File: src/rtl/alu_rs_scheduler_pkg.sv
// alu_rs_scheduler_pkg: shared widths, opcode enum and constants for the ALU reservation station
package alu_rs_scheduler_pkg;
    localparam int OP_BITS = 6;
    localparam int DATA_W = 32;
    localparam int ADDR_W = 32;
    localparam int ROB_BITS = 4;
    localparam logic TRUE = 1'b1;
    localparam logic FALSE = 1'b0;
    typedef enum logic [OP_BITS-1:0] {
        OP_ADD, OP_SUB, OP_AND, OP_OR, OP_XOR, OP_SLL, OP_SRL, OP_SRA, OP_SLT, OP_SLTU,
        OP_ADDI, OP_ANDI, OP_ORI, OP_XORI, OP_SLLI, OP_SRLI, OP_SRAI, OP_SLTI, OP_SLTIU,
        OP_LUI, OP_AUIPC, OP_JAL, OP_JALR, OP_BEQ, OP_BNE, OP_BLT, OP_BGE, OP_BLTU, OP_BGEU
    } openum;
endpackage

File: src/rtl/alu_rs_scheduler_pick.sv
// rs_priority_pick: lowest-index find-first encoder
// ports: req - request vector; found - any request set; idx - lowest set index (0 when none)
module rs_priority_pick #(
    parameter int N = 8,
    parameter int W = $clog2(N)
) (
    input  logic [N-1:0] req,
    output logic         found,
    output logic [W-1:0] idx
);
    always_comb begin
        idx = '0;
        for (int i = N - 1; i >= 0; i--)
            if (req[i]) idx = W'(i);
    end
    assign found = |req;
endmodule

File: src/rtl/alu_rs_scheduler.sv
// alu_rs_scheduler: reservation station and one-per-cycle issue scheduler for the shared ALU
// ports: clk_in/rst_in (sync active-high)/rdy_in (global enable), flush (ROB rollback);
//        in_* dispatch interface with full back-pressure; cdb_* and lsb_* result buses
//        for operand wakeup; alu_* registered issue outputs with alu_valid strobe
module alu_rs_scheduler
    import alu_rs_scheduler_pkg::*;
#(
    parameter int RS_SIZE  = 8,
    parameter int ROB_BITS = alu_rs_scheduler_pkg::ROB_BITS,
    parameter int OP_BITS  = alu_rs_scheduler_pkg::OP_BITS
) (
    input  logic                clk_in,
    input  logic                rst_in,
    input  logic                rdy_in,
    input  logic                flush,
    input  logic                in_valid,
    input  logic [OP_BITS-1:0]  in_op,
    input  logic [DATA_W-1:0]   in_vj,
    input  logic [DATA_W-1:0]   in_vk,
    input  logic                in_qj_valid,
    input  logic                in_qk_valid,
    input  logic [ROB_BITS-1:0] in_qj,
    input  logic [ROB_BITS-1:0] in_qk,
    input  logic [DATA_W-1:0]   in_imm,
    input  logic [ADDR_W-1:0]   in_pc,
    input  logic [ROB_BITS-1:0] in_rob,
    output logic                full,
    input  logic                cdb_valid,
    input  logic [ROB_BITS-1:0] cdb_rob,
    input  logic [DATA_W-1:0]   cdb_value,
    input  logic                lsb_valid,
    input  logic [ROB_BITS-1:0] lsb_rob,
    input  logic [DATA_W-1:0]   lsb_value,
    output logic                alu_valid,
    output logic [OP_BITS-1:0]  alu_op,
    output logic [DATA_W-1:0]   alu_rs1,
    output logic [DATA_W-1:0]   alu_rs2,
    output logic [DATA_W-1:0]   alu_imm,
    output logic [ADDR_W-1:0]   alu_pc,
    output logic [ROB_BITS-1:0] alu_rob
);
    localparam int IW = $clog2(RS_SIZE);
    typedef struct packed {
        logic                busy;
        logic [OP_BITS-1:0]  op;
        logic [DATA_W-1:0]   vj;
        logic [DATA_W-1:0]   vk;
        logic                qjv;
        logic                qkv;
        logic [ROB_BITS-1:0] qj;
        logic [ROB_BITS-1:0] qk;
        logic [DATA_W-1:0]   imm;
        logic [ADDR_W-1:0]   pc;
        logic [ROB_BITS-1:0] rob;
    } entry_t;
    entry_t [RS_SIZE-1:0] ent;
    entry_t               ins;
    logic [RS_SIZE-1:0]   busy, ready;
    logic                 free_found, rdy_found;
    logic [IW-1:0]        free_idx, rdy_idx;
    // Returns {still_pending, value}; the ALU bus wins if both buses carry the tag.
    function automatic logic [DATA_W:0] wake(input logic qv, input logic [ROB_BITS-1:0] q,
                                             input logic [DATA_W-1:0] v);
        return (qv && cdb_valid && cdb_rob == q) ? {FALSE, cdb_value} :
               (qv && lsb_valid && lsb_rob == q) ? {FALSE, lsb_value} : {qv, v};
    endfunction
    for (genvar i = 0; i < RS_SIZE; i++) begin : g_flag
        assign busy[i]  = ent[i].busy;
        assign ready[i] = ent[i].busy && !ent[i].qjv && !ent[i].qkv;
    end
    assign full = &busy;
    rs_priority_pick #(.N(RS_SIZE)) u_free (.req(~busy), .found(free_found), .idx(free_idx));
    rs_priority_pick #(.N(RS_SIZE)) u_rdy  (.req(ready), .found(rdy_found), .idx(rdy_idx));
    // Incoming entry with same-cycle bus bypass on both operands.
    always_comb begin
        ins = '{busy: TRUE, op: in_op, vj: in_vj, vk: in_vk, qjv: in_qj_valid, qkv: in_qk_valid,
                qj: in_qj, qk: in_qk, imm: in_imm, pc: in_pc, rob: in_rob};
        {ins.qjv, ins.vj} = wake(in_qj_valid, in_qj, in_vj);
        {ins.qkv, ins.vk} = wake(in_qk_valid, in_qk, in_vk);
    end
    // Issue and insert never target the same slot: one is busy, the other free.
    always_ff @(posedge clk_in) begin
        if (rst_in) begin
            ent       <= '0;
            alu_valid <= FALSE;
            alu_op    <= '0;
            alu_rs1   <= '0;
            alu_rs2   <= '0;
            alu_imm   <= '0;
            alu_pc    <= '0;
            alu_rob   <= '0;
        end else if (rdy_in) begin
            if (flush) begin
                for (int i = 0; i < RS_SIZE; i++) ent[i].busy <= FALSE;
                alu_valid <= FALSE;
            end else begin
                for (int i = 0; i < RS_SIZE; i++) begin
                    {ent[i].qjv, ent[i].vj} <= wake(ent[i].qjv, ent[i].qj, ent[i].vj);
                    {ent[i].qkv, ent[i].vk} <= wake(ent[i].qkv, ent[i].qk, ent[i].vk);
                end
                alu_valid <= rdy_found;
                if (rdy_found) begin
                    alu_op             <= ent[rdy_idx].op;
                    alu_rs1            <= ent[rdy_idx].vj;
                    alu_rs2            <= ent[rdy_idx].vk;
                    alu_imm            <= ent[rdy_idx].imm;
                    alu_pc             <= ent[rdy_idx].pc;
                    alu_rob            <= ent[rdy_idx].rob;
                    ent[rdy_idx].busy  <= FALSE;
                end
                if (in_valid && !full && free_found) ent[free_idx] <= ins;
            end
        end
    end
endmodule

File: config.mk
export PLATFORM = sky130hd
export DESIGN_NAME = alu_rs_scheduler
export DESIGN_NICKNAME = d
export VERILOG_FILES = /design/src/rtl/alu_rs_scheduler_pkg.sv /design/src/rtl/alu_rs_scheduler_pick.sv /design/src/rtl/alu_rs_scheduler.sv
export SDC_FILE = /design/constraint.sdc
export NUM_CORES = 2
export LEC_CHECK = 0
export BUFFER_PORTS_ARGS = -buffer_cell sky130_fd_sc_hd__buf_2
export CAP_MARGIN = 20
export CELL_PAD_IN_SITES_DETAIL_PLACEMENT = 1
export CELL_PAD_IN_SITES_GLOBAL_PLACEMENT = 2
export CORE_AREA = 5 5 589 417
export DETAILED_ROUTE_END_ITERATION = 7
export DIE_AREA = 0 0 594 422
export GPL_ROUTABILITY_DRIVEN = 0
export PLACE_DENSITY = 0.77
export REMOVE_ABC_BUFFERS = 1
export SETUP_SLACK_MARGIN = 0.3
export SYNTH_ARGS = -nofsm -noshare
export SYNTH_HDL_FRONTEND = slang
export SYNTH_SLANG_ARGS = --single-unit
File: constraint.sdc
create_clock -name clk_in -period 5.2 [get_ports clk_in]
set_clock_uncertainty 0.1 [all_clocks]
set_input_delay 0.26 -clock clk_in [delete_from_list [all_inputs] [get_ports clk_in]]
set_output_delay 0.26 -clock clk_in [all_outputs]
set_load 0.05 [all_outputs]
==> out/results.ini <==
[status]
status=finished, violations left
violations=DRC

[drt]
postRouteAntennaNets=0
drc=5
wirelength_mm=388
num_vias=77200
viasPerCell=6.29
firstDrtPassIters=8
wire_per_inst_um=31.7
drt_iter0_markers=8656

[sta]
maxSlewHeadroom_pct=16.1
finalHoldViolations=0
fin_crit_ns=4.42
setup-tns-final_ns=0
rsz0062_at_grt=false
setup_viol=0
worstMarginPinSlew_ns=1.26
report.final.slew_viol_count=0
max_clock_freq_ghz=0.226
finalCritPeriodShare_pct=85.0

[grt]
antenna_found_initial=56
grt_pass1_vias=78700
grtUsageTotal_pct=29.4
grt_overflow=0
grt_pass1_wl_mm=555
grt_max_degree=224

[die]
coreArea_um2=240000
dieArea_um2=251000
io_pins=367
die-width_um=594
rows=151
initial_core_util_pct=29.8
die_y_um=422

[place]
numPortBuffers=366
dp_hpwl_mm=216
post_dp_cell_area_um2=75300

[flow_run]
drv_cap=0

[yosys]
synthMuxAreaShare_pct=8.62
yosys.area_share.simple_pct=17.5
synth_top_family_by_area=compound AO/OA/AOI/OAI gates
synth_xor_area_share_pct=1.41
synth-seq-area-share_pct=37.3
synthTopCellsByCount=nand2_1 (1,778), dfxtp_1 (1,331), a21oi_1 (845)
yosysMostFrequentCell=nand2_1
synthFlopType=dfxtp_1
synthArstFlopShare_pct=0
synthesis.area_um2=71300
synth_compound_area_share_pct=28.5
syn_avg_cell_area_um2=7.92
synthAdderAreaFrac_pct=0
synth-seq-cells=1331
synth.distinct_cells=79
yosys.area.top_type_share_pct=37.3
synth_area_leaders=dfxtp_1 (37%), nand2_1 (9.4%), mux2i_1 (6.4%), a21oi_1 (5.9%), clkbuf_1 (4.3%)
yosys.area.top_type=dfxtp_1
synth-edff-count=0
synth_warnings=0
syn_inst=9005

[clock_network]
tritoncts=yes
cts_sinks=1331
cts-root-buf=clkbuf_16
cts_buffers=156
cts_hold_buf=276
path_clk_slew_ns=0.06
ctsResizeCount=0
cts_max_level=4
clockBufferDepth=3
clock_latency_ns=0.84
post_cts_buffers=0

[finish]
seqCellArea_um2=26600
drive_gt1_share_pct=12.0
nets=9130
syn_to_final_growth_pct=16.8
fill_cells=28200
fin_area_um2=83300
multi_input_area_um2=40600

[critical_path]
path_class=in -> reg
cp-start-kind=primary input
crit_path_end_kind=register
critPathArrivalTime_ns=5.07
required_ns=5.85
worstPathMaxFanout=28
reg2reg_depth=7

[hold_path]
hold_path_depth=4
hold_class=in -> reg

[power_and_ir_drop]
irDropWorstVdd_uv=333
pwr_density_cell_nw_per_um2=290
power_leakage_uw=0.0296

==> worst max-delay path, stage by stage <==
cell and delay (ns):
dlygate4sd3_1 0.57, buf_2 0.26, nor2b_1 0.20, a2111o_2 0.48, buf_4 0.34, nor3_1 0.67
nor2_4 0.26, buf_4 0.35, a32o_1 0.31, dlygate4sd3_1 0.58, o21ai_0 0.18, dlygate4sd3_1 0.57
==> logic make-up after synthesis <==
group	count (synthesis)
flops	1331
mux	597
simple gates	3048
buf+inv	1116
xor+xnor	115
compound gates	2798
==> final timing paths <==
check	slack [ns]	end	startpoint
setup / recovery	0.78	ent[136]	in_qj[1]
hold / removal	0.06	ent[577]	lsb_value[20]
setup reg to reg	1.40	ent[108]	ent[69]
hold reg to reg	0.35	ent[1074]	ent[1074]
==> registers in the layout (all words and copies together), names as in the netlist <==
name       flops
alu_imm       32
alu_op         6
alu_pc        32
alu_rob        4
alu_rs1       32
alu_rs2       32
alu_valid      1
busy           8
ent         1184
==> cell type report <==
type                            instances  area share, %
Inverter                               17         0.0766
Multi-Input combinational cell       6558           48.8
Timing Repair Buffer                  839           8.01
Antenna cell                           36          0.108
Tap cell                             3213           4.82
Clock inverter                         42          0.646
Sequential cell                      1331           32.0
Clock buffer                          231           5.59
==> through the flow <==
stage                     util [%]  hold slack (ns)  setup WS [ns]  cells  total power [uW]
after detailed placement      31.4            0.346           1.40  11700             12600
after CTS                     34.7          0.00305          0.967  12200             24200
after global placement        31.4            0.337           1.44  11700             12600
final                         34.8           0.0634          0.780  12300             24200
after global routing          34.7           0.0291          0.767  12200             24800
after floorplan                  -            0.229         -27.81   7906             11500
==> report_power, final <==
group	internal, uW	switching [uW]
clock	6600	4890
combinational	636	1620
sequential	10300	106
==> metal layers <==
metal / track usage, % / wire length (um) / vias to the layer above
met5: 0 / 80 / -
met4: 15.6 / 22400 / 14
met3: 7.83 / 41800 / 1256
met2: 44.4 / 165000 / 4532
met1: 38.3 / 159000 / 39000
li1: - / - / 32400
==> cells in the final DEF, fill, tap and decap left out, types with 134 or more instances in the layout <==
| master | instances |
|---|---|
| a211o_1 | 213 |
| a211oi_1 | 301 |
| a21oi_1 | 844 |
| a221o_1 | 260 |
| a22o_1 | 140 |
| a22oi_1 | 138 |
| a311oi_1 | 218 |
| buf_2 | 365 |
| buf_4 | 150 |
| clkbuf_16 | 160 |
| dfxtp_1 | 1331 |
| dlygate4sd3_1 | 276 |
| mux2_2 | 134 |
| mux2i_1 | 458 |
| nand2_1 | 1765 |
| nand3_1 | 238 |
| nor2_1 | 718 |
| o21ai_0 | 195 |
No activity file was read; power rests on OpenSTA's default activity.
